File: src/rtl/ddr_test_seq_ctrl.sv
// rtl/ddr_test_seq_ctrl.sv - DDR traffic test sequencer: init fill, write/read burst scheduling, error tally
// Optional watchdog enabled by defining SEQ_TIMEOUT_EN.
module ddr_test_seq_ctrl #(
   parameter int          CTRL_ADDR_WIDTH = 28,
   parameter int          MEM_SPACE_AW    = 18,
   parameter int          BURST_NUM       = 256,
   parameter logic [15:0] LFSR_SEED       = 16'hACE1,
   parameter int          TIMEOUT_CYC     = 4096
) (
   input  logic                       clk,
   input  logic                       rst,
   input  logic                       test_start,
   input  logic                       write_to_read,
   input  logic                       rand_len_en,
   input  logic                       rand_ap_en,
   input  logic                       init_done,
   input  logic                       wr_done_p,
   input  logic                       wr_idle,
   input  logic                       rd_done_p,
   input  logic                       rd_err_p,
   output logic                       init_start,
   output logic                       write_en,
   output logic                       read_en,
   output logic [CTRL_ADDR_WIDTH-1:0] rw_addr,
   output logic [3:0]                 axi_id,
   output logic [3:0]                 axi_len,
   output logic                       axi_ap,
   output logic                       test_busy,
   output logic                       test_pass,
   output logic [15:0]                err_cnt,
   output logic [15:0]                burst_cnt,
   output logic                       timeout,
   output logic [2:0]                 seq_state
);

   localparam int          LW         = (MEM_SPACE_AW - 7 > 16) ? 16 : MEM_SPACE_AW - 7;
   localparam logic [15:0] BURST_LAST = 16'(BURST_NUM - 1);

   typedef enum logic [2:0] {
      S_IDLE    = 3'd0,
      S_INIT    = 3'd1,
      S_WR      = 3'd2,
      S_WR_WAIT = 3'd3,
      S_RD      = 3'd4,
      S_RD_WAIT = 3'd5,
      S_DONE    = 3'd6
   } state_t;

   typedef struct packed {
      logic [CTRL_ADDR_WIDTH-1:0] addr;
      logic [3:0]                 len;
      logic                       ap;
   } fields_t;

   state_t      r_state;
   fields_t     r_fields;
   logic [15:0] r_lfsr;
   logic [3:0]  r_id;
   logic [15:0] r_burst_cnt;
   logic [15:0] r_err_cnt;
   logic        r_start_d;
   logic        r_acked;
   logic        r_pass;
   logic        r_init_start;
   logic        r_write_en;
   logic        r_read_en;
   logic        w_busy;
   logic [15:0] w_lfsr_nxt;

   // Block-aligned address: low 7 bits zero so a 16-beat burst never crosses a 128-unit block
   function automatic fields_t f_fields(input logic [15:0] l, input logic len_rand,
                                        input logic ap_rand);
      fields_t f;
      f.addr = CTRL_ADDR_WIDTH'({l[LW-1:0], 7'b0});
      f.len  = len_rand ? l[3:0] : 4'd15;
      f.ap   = ap_rand & l[4];
      return f;
   endfunction

   assign w_lfsr_nxt = {r_lfsr[14:0], r_lfsr[15] ^ r_lfsr[13] ^ r_lfsr[12] ^ r_lfsr[10]};
   assign w_busy     = (r_state != S_IDLE) && (r_state != S_DONE);

`ifdef SEQ_TIMEOUT_EN
   localparam logic [15:0] WDOG_LAST = 16'(TIMEOUT_CYC - 1);
   logic        r_timeout;
   logic [15:0] r_wdog;
   logic        w_wdog_run;
   // Counting states are always entered from a non-counting state, so clearing outside them
   // is equivalent to clearing on every state change.
   assign w_wdog_run = (r_state == S_INIT) || (r_state == S_WR_WAIT) || (r_state == S_RD_WAIT);
   assign timeout    = r_timeout;
`else
   assign timeout    = 1'b0;
`endif

   always_ff @(posedge clk or posedge rst) begin
      if (rst) begin
         r_state      <= S_IDLE;
         r_fields     <= '0;
         r_lfsr       <= LFSR_SEED;
         r_id         <= '0;
         r_burst_cnt  <= '0;
         r_err_cnt    <= '0;
         r_start_d    <= 1'b0;
         r_acked      <= 1'b0;
         r_pass       <= 1'b0;
         r_init_start <= 1'b0;
         r_write_en   <= 1'b0;
         r_read_en    <= 1'b0;
`ifdef SEQ_TIMEOUT_EN
         r_timeout    <= 1'b0;
         r_wdog       <= '0;
`endif
      end else begin
         r_start_d <= test_start;
         if ((r_state != S_IDLE) && rd_err_p && (r_err_cnt != 16'hFFFF))
            r_err_cnt <= r_err_cnt + 16'd1;
`ifdef SEQ_TIMEOUT_EN
         r_wdog <= w_wdog_run ? r_wdog + 16'd1 : 16'd0;
`endif
         // Abort holds the FSM in place until the write side drains
         if (w_busy && !test_start) begin
            r_init_start <= 1'b0;
            r_write_en   <= 1'b0;
            r_read_en    <= 1'b0;
            if (wr_idle)
               r_state <= S_IDLE;
         end
`ifdef SEQ_TIMEOUT_EN
         else if (w_wdog_run && (r_wdog == WDOG_LAST)) begin
            r_timeout    <= 1'b1;
            r_init_start <= 1'b0;
            r_write_en   <= 1'b0;
            r_read_en    <= 1'b0;
            r_pass       <= 1'b0;
            r_state      <= S_DONE;
         end
`endif
         else begin
            case (r_state)
               S_IDLE: begin
                  if (test_start && !r_start_d) begin
                     r_err_cnt    <= '0;
                     r_burst_cnt  <= '0;
                     r_id         <= '0;
                     r_pass       <= 1'b0;
                     r_lfsr       <= LFSR_SEED;
                     r_init_start <= 1'b1;
`ifdef SEQ_TIMEOUT_EN
                     r_timeout    <= 1'b0;
`endif
                     r_state      <= S_INIT;
                  end
               end
               S_INIT: begin
                  if (init_done) begin
                     r_init_start <= 1'b0;
                     r_fields     <= f_fields(r_lfsr, rand_len_en, rand_ap_en);
                     r_state      <= S_WR;
                  end
               end
               S_WR: begin
                  r_write_en <= 1'b1;
                  r_acked    <= 1'b0;
                  r_state    <= S_WR_WAIT;
               end
               S_WR_WAIT: begin
                  if (!r_acked) begin
                     if (wr_done_p) begin
                        r_write_en <= 1'b0;
                        r_acked    <= 1'b1;
                     end
                  end else if (wr_idle) begin
                     if (write_to_read) begin
                        r_state <= S_RD;
                     end else if (r_burst_cnt == BURST_LAST) begin
                        r_burst_cnt <= '0;
                        r_id        <= r_id + 4'd1;
                        r_lfsr      <= LFSR_SEED;
                        r_fields    <= f_fields(LFSR_SEED, rand_len_en, rand_ap_en);
                        r_state     <= S_RD;
                     end else begin
                        r_burst_cnt <= r_burst_cnt + 16'd1;
                        r_id        <= r_id + 4'd1;
                        r_lfsr      <= w_lfsr_nxt;
                        r_fields    <= f_fields(w_lfsr_nxt, rand_len_en, rand_ap_en);
                        r_state     <= S_WR;
                     end
                  end
               end
               S_RD: begin
                  r_read_en <= 1'b1;
                  r_state   <= S_RD_WAIT;
               end
               S_RD_WAIT: begin
                  if (rd_done_p) begin
                     r_read_en   <= 1'b0;
                     r_burst_cnt <= r_burst_cnt + 16'd1;
                     r_id        <= r_id + 4'd1;
                     r_lfsr      <= w_lfsr_nxt;
                     r_fields    <= f_fields(w_lfsr_nxt, rand_len_en, rand_ap_en);
                     if (r_burst_cnt == BURST_LAST) begin
                        r_pass  <= (r_err_cnt == 16'd0) && !rd_err_p;
                        r_state <= S_DONE;
                     end else begin
                        r_state <= write_to_read ? S_WR : S_RD;
                     end
                  end
               end
               S_DONE: begin
                  r_pass <= r_pass && !rd_err_p;
                  if (!test_start)
                     r_state <= S_IDLE;
               end
               default: r_state <= S_IDLE;
            endcase
         end
      end
   end

   assign init_start = r_init_start & test_start;
   assign write_en   = r_write_en & test_start;
   assign read_en    = r_read_en & test_start;
   assign rw_addr    = r_fields.addr;
   assign axi_len    = r_fields.len;
   assign axi_ap     = r_fields.ap;
   assign axi_id     = r_id;
   assign test_busy  = w_busy;
   assign test_pass  = r_pass;
   assign err_cnt    = r_err_cnt;
   assign burst_cnt  = r_burst_cnt;
   assign seq_state  = r_state;

endmodule

File: config.mk
export PLATFORM = sky130hd
export DESIGN_NAME = ddr_test_seq_ctrl
export DESIGN_NICKNAME = d
export VERILOG_FILES = /design/src/rtl/ddr_test_seq_ctrl.sv
export SDC_FILE = /design/constraint.sdc
export NUM_CORES = 1
export LEC_CHECK = 0
export ABC_CLOCK_PERIOD_IN_PS = 5800
export CAP_MARGIN = 25
export CELL_PAD_IN_SITES_DETAIL_PLACEMENT = 0
export CELL_PAD_IN_SITES_GLOBAL_PLACEMENT = 1
export CORE_ASPECT_RATIO = 0.8
export CORE_MARGIN = 1.5
export CORE_UTILIZATION = 51
export DETAILED_ROUTE_END_ITERATION = 7
export DONT_BUFFER_PORTS = 1
export GPL_TIMING_DRIVEN = 0
export HOLD_SLACK_MARGIN = 0.03
export PLACE_DENSITY_LB_ADDON = 0.1
export SYNTH_ARGS = -nofsm -noshare
export SYNTH_HDL_FRONTEND = slang
export SYNTH_SLANG_ARGS = --single-unit
export TNS_END_PERCENT = 5
File: constraint.sdc
create_clock -name clk -period 5.8 [get_ports clk]
set_input_delay 1.16 -clock clk [delete_from_list [all_inputs] [get_ports clk]]
set_output_delay 1.16 -clock clk [all_outputs]
set_load 0.03 [all_outputs]
Word-level counts from Yosys, hierarchy flattened
Cells that the tools add are included.
Word-level totals
  bits in registers: 94
  input port bits: 11
  output and inout port bits: 78
  word-level logic and storage cells: 144
Cells by class
  add/subtract/negate cells: 3
  equality and inequality tests: 25
  mux-type cells: 65
  bitwise logic cells: 9
  reduce and logical (&&, ||, !) cells: 28
Operators with widths (number)
  $mux W16: 16
  $mux W33: 5
  $pmux W33 S3: 1
  $pmux W16 S3: 2
  $mux W3: 12
  $add A16 B1 Y16 const B: 2
  $mux W4: 8
  $ne A3 B3 Y1 const B: 9
  $mux W23: 1
  $pmux W3 S7: 1
  $reduce_and A7 Y1: 3
  $reduce_bool A3 Y1: 7
  $eq A16 B8 Y1 const B: 1
  $logic_not A16 Y1: 1
  $ne A16 B16 Y1 const B: 1
  $ne A2 B2 Y1 const B: 8
  $mux W1: 13
  $pmux W4 S3: 1
  $eq A3 B3 Y1 const B: 3
  $pmux W1 S2: 4
  $logic_and A1 B1 Y1: 7
  $eq A3 B2 Y1 const B: 2
  $reduce_and A3 Y1: 2
  $and A1 B1 Y1: 5
  other kinds (10): 15

Logic depth before layout (Yosys ltp)
  word-level depth: 9
  gate-level depth with buffers: 8
  mapped depth without buffers: 7

Worst setup path after synthesis
Ideal clock, no wire load.
  kind: in2out
  start point: input port test_start
  end point: output port write_en
  arrival: 2.021 ns
  setup slack: 2.619 ns
  stages on the path: 3
  cells stage by stage: clkbuf_1 -> clkbuf_1 -> and2_1
On the way
  longest elaborated chain between the ends: 1
RTL lines
  start: declaration: RTL line 12  | input logic test_start,
  $and A1 B1 Y1: RTL line 222  | assign write_en = r_write_en & test_start;
  end: declaration: RTL line 22  | output logic write_en,
No other way between the ends.

Worst setup path in the final report
  start point: input port test_start
  end point: output port init_start
On the way
  longest elaborated chain between the ends: 1
RTL lines
  $and A1 B1 Y1: RTL line 221  | assign init_start = r_init_start & test_start;
  end: declaration: RTL line 21  | output logic init_start,
No other way between the ends.

==> flow_summary.ini <==
[routing]
first_iter_violations = 175
drc = 0
first_pass_iters = 5
antenna_left = 0
num_vias = 3479
via_per_inst = 5.77
wl_per_cell_microns = 16.6
wl_microns = 10000

[cts]
clock_latency_ns = 0.35
post-cts-setup-buffer-count = 0
cts_tree = built
htreeDepth = 3
cts-buffers-inserted = 9
cts_sinks = 77
clk_pin_slew_ns = 0.07
ctsHoldBuffers = 0
clockRootBuffer = clkbuf_8
ctsResizeCount = 0
clockBufferDepth = 2

[synth]
synth-edff-count = 0
ys_seq_area_frac = 0.472
yosysWarnings = 0
netlist-cell-type-count = 54
synth_top_flop_cell = dfrtp_1
ys_seq_elements = 77
synth.cell_area_sq_um = 4110
syn_area_per_cell_sq_um = 8.90
syn_inst = 461
ys_async_sr_fraction = 1.00

[worst_setup_path]
crit_fanout = 10
crit_arrival_ns = 2.31
r2r_cells = 8
endpoint = init_start
critPathKind = input port to primary output
crit_path_end_kind = primary output
r2r_end = burst_cnt[10]$_DFFE_PP0P_
r2r-start = seq_state[0]$_DFFE_PP0P_
startpoint = test_start
reg2reg_slack_ns = 3.06
worstPathRequired_ns = 4.64
start_kind = input port

[flow_run]
drv_cap = 0

[layout]
area_growth_pct = 11.4
drive_gt1_frac = 0.121
stdcell_area_sq_um = 4570
final_nets = 505
fill_cells = 738
n_antenna_cell = 0

[grt]
grt_pass1_wl_microns = 16400
grt_util_all_layers = 0.245
antenna_found_initial = 0
grt_pass1_vias = 3214
grt_max_degree = 57
gr-total-overflow = 0

[placed_design]
placed_area_sq_um = 4330
dp_hpwl_microns = 7120
finalWeightedCongestion = 0.851
dp_slack_ns = 2.34
port_buffers = 0

[pwr]
powerDensity_nw_per_um2 = 477
power.leakage_nw = 2.06
internal_power_mw = 1.23
power_frac_comb = 0.329
switching_share = 0.437
clockPowerShare = 0.221
seqPwrFrac = 0.450
p_switching_uw = 952
ir_worst_vdd_uv = 191

[timing]
max_freq_mhz = 288
finalCritPeriodShare = 0.599
skew_ns = 0.00886
setup_ws_ns = 2.33
slew_headroom = 0.506
setup_viol = 0
period_needed_ns = 3.47
tns_ns = 0
slew_violations = 0
tightestPinTransition_ns = 0.740
hold_viol_final = 0
rsz0062_at_grt = no

[floorplanning]
start_util = 0.521
num_io_pins = 89
die_area_sq_um = 8600
rows = 29
core_sq_um = 7870
die_x_microns = 103
die_h_microns = 83.2

[run_status]
outcome = complete, no violations

[hold_path]
hp-class = flop to flop
worstHoldPathCells = 2
## routing by layer
layer / up-vias / wire [microns] / track usage
met2: 120 / 4580 / 0.367
met4: 0 / 76 / 0.0369
met5: - / 0 / 0
met3: 8 / 786 / 0.0816
met1: 1681 / 4570 / 0.354
li1: 1670 / - / -
## logic make-up after synthesis
group,after synthesis,share of synthesized area
simple gates,196,0.234
other cells,1,0.000913
flops,77,0.472
buf+inv,50,0.0652
xor+xnor,17,0.0363
fa+ha+maj,4,0.0122
mux,1,0.00274
compound gates,115,0.176
## cell usage in the layout, fill, tap and decap left out, types with 5 or more instances in the layout
cell type   n
and3_1     10
o21ai_0    42
a31oi_1    10
a21oi_1    17
o22ai_1     5
nand4_1     6
inv_1       9
clkbuf_1   11
buf_4      18
nand3_1    20
conb_1     18
nand2_1    79
xnor2_1     7
buf_2       9
xor2_1     10
nand2b_1    5
nor3_1     11
dfrtp_1    69
dfstp_2     8
nor2_1     35
a22oi_1     5
a21o_1      6
o31ai_1     8
clkbuf_8    9
## power by group through the flow
| stage | registers, mW | clock network (mW) | logic [mW] |
|---|---|---|---|
| global route | 1.01 | 0.516 | 0.820 |
| floorplan | 0.953 | 0 | 0.565 |
| detailed placement | 0.992 | 0 | 0.713 |
| finish | 0.981 | 0.482 | 0.718 |
| CTS | 0.981 | 0.494 | 0.720 |
| global placement | 0.987 | 0 | 0.698 |
## how the worst min path moves through the flow
stage / startpoint / endpoint / slack (ns)
2_1_floorplan: r_lfsr[5]$_DFFE_PP1P_ / r_lfsr[5]$_DFFE_PP1P_ / 0.45
3_3_place_gp: r_lfsr[6]$_DFFE_PP1P_ / r_lfsr[6]$_DFFE_PP1P_ / 0.47
3_5_place_dp: r_lfsr[5]$_DFFE_PP1P_ / r_lfsr[5]$_DFFE_PP1P_ / 0.47
4_1_cts: r_lfsr[5]$_DFFE_PP1P_ / r_lfsr[5]$_DFFE_PP1P_ / 0.48
5_1_grt: r_lfsr[10]$_DFFE_PP1P_ / r_lfsr[10]$_DFFE_PP1P_ / 0.51
6_report: r_lfsr[5]$_DFFE_PP1P_ / r_lfsr[5]$_DFFE_PP1P_ / 0.48
## synthesized netlist by cell type (2+ instances only)
master	instances	share of area
nand4_1	6	0.0091
a221oi_1	3	0.0064
nand2b_1	5	0.0076
nor3_1	11	0.013
and2_1	2	0.0030
or4_1	2	0.0037
nand2_1	79	0.072
xor2_1	10	0.021
o41ai_1	2	0.0043
nor4_1	4	0.0061
a21oi_1	17	0.021
inv_1	10	0.0091
a31oi_1	10	0.015
nor2_1	35	0.032
a22o_1	4	0.0085
dfrtp_1	69	0.42
a21o_1	6	0.011
o22a_1	3	0.0064
nor4_4	2	0.010
o21ai_0	42	0.051
a22oi_1	5	0.0091
clkbuf_1	11	0.010
nor2b_1	3	0.0046
and4_1	3	0.0064
nand3b_1	3	0.0055
and3_1	10	0.015
ha_1	4	0.012
nor4b_1	3	0.0064
dfstp_2	8	0.051
o22ai_1	5	0.0076
o31ai_1	8	0.015
xnor2_1	7	0.015
buf_2	9	0.011
nand3_1	20	0.024
buf_4	18	0.033
or3_1	4	0.0061
## stage by stage
stage,instances,util,power (mW),hold WS [ns]
3_5_place_dp,587,0.550,1.71,0.472
3_3_place_gp,586,0.547,1.69,0.465
4_1_cts,603,0.581,2.20,0.482
5_1_grt,603,0.581,2.34,0.509
6_report,603,0.581,2.18,0.480
2_1_floorplan,478,-,1.52,0.452
## area by class of cell
type                       count  area [sq um]  area share
clock buffer                   9           124      0.0271
multi-input combinational    351          1960       0.430
inverter                      10          40.0     0.00876
clock inverter                 7           114      0.0249
buffer                        40           230      0.0504
timing repair buffer           1          27.5     0.00602
sequential                    77          1940       0.424
tap                          108           135      0.0296
## state kept, by name (all words and copies together) (netlist names), 3 cells and up
signal     cells
axi_id         4
axi_len        4
burst_cnt     16
err_cnt       16
r_lfsr        16
rw_addr       11
seq_state      3
## worst max-delay path: stages
cell and delay [ns]:
clkbuf_1 0.33, clkbuf_1 0.42, and2_1 0.40
Note: power is estimated with default switching activity, not from simulation.
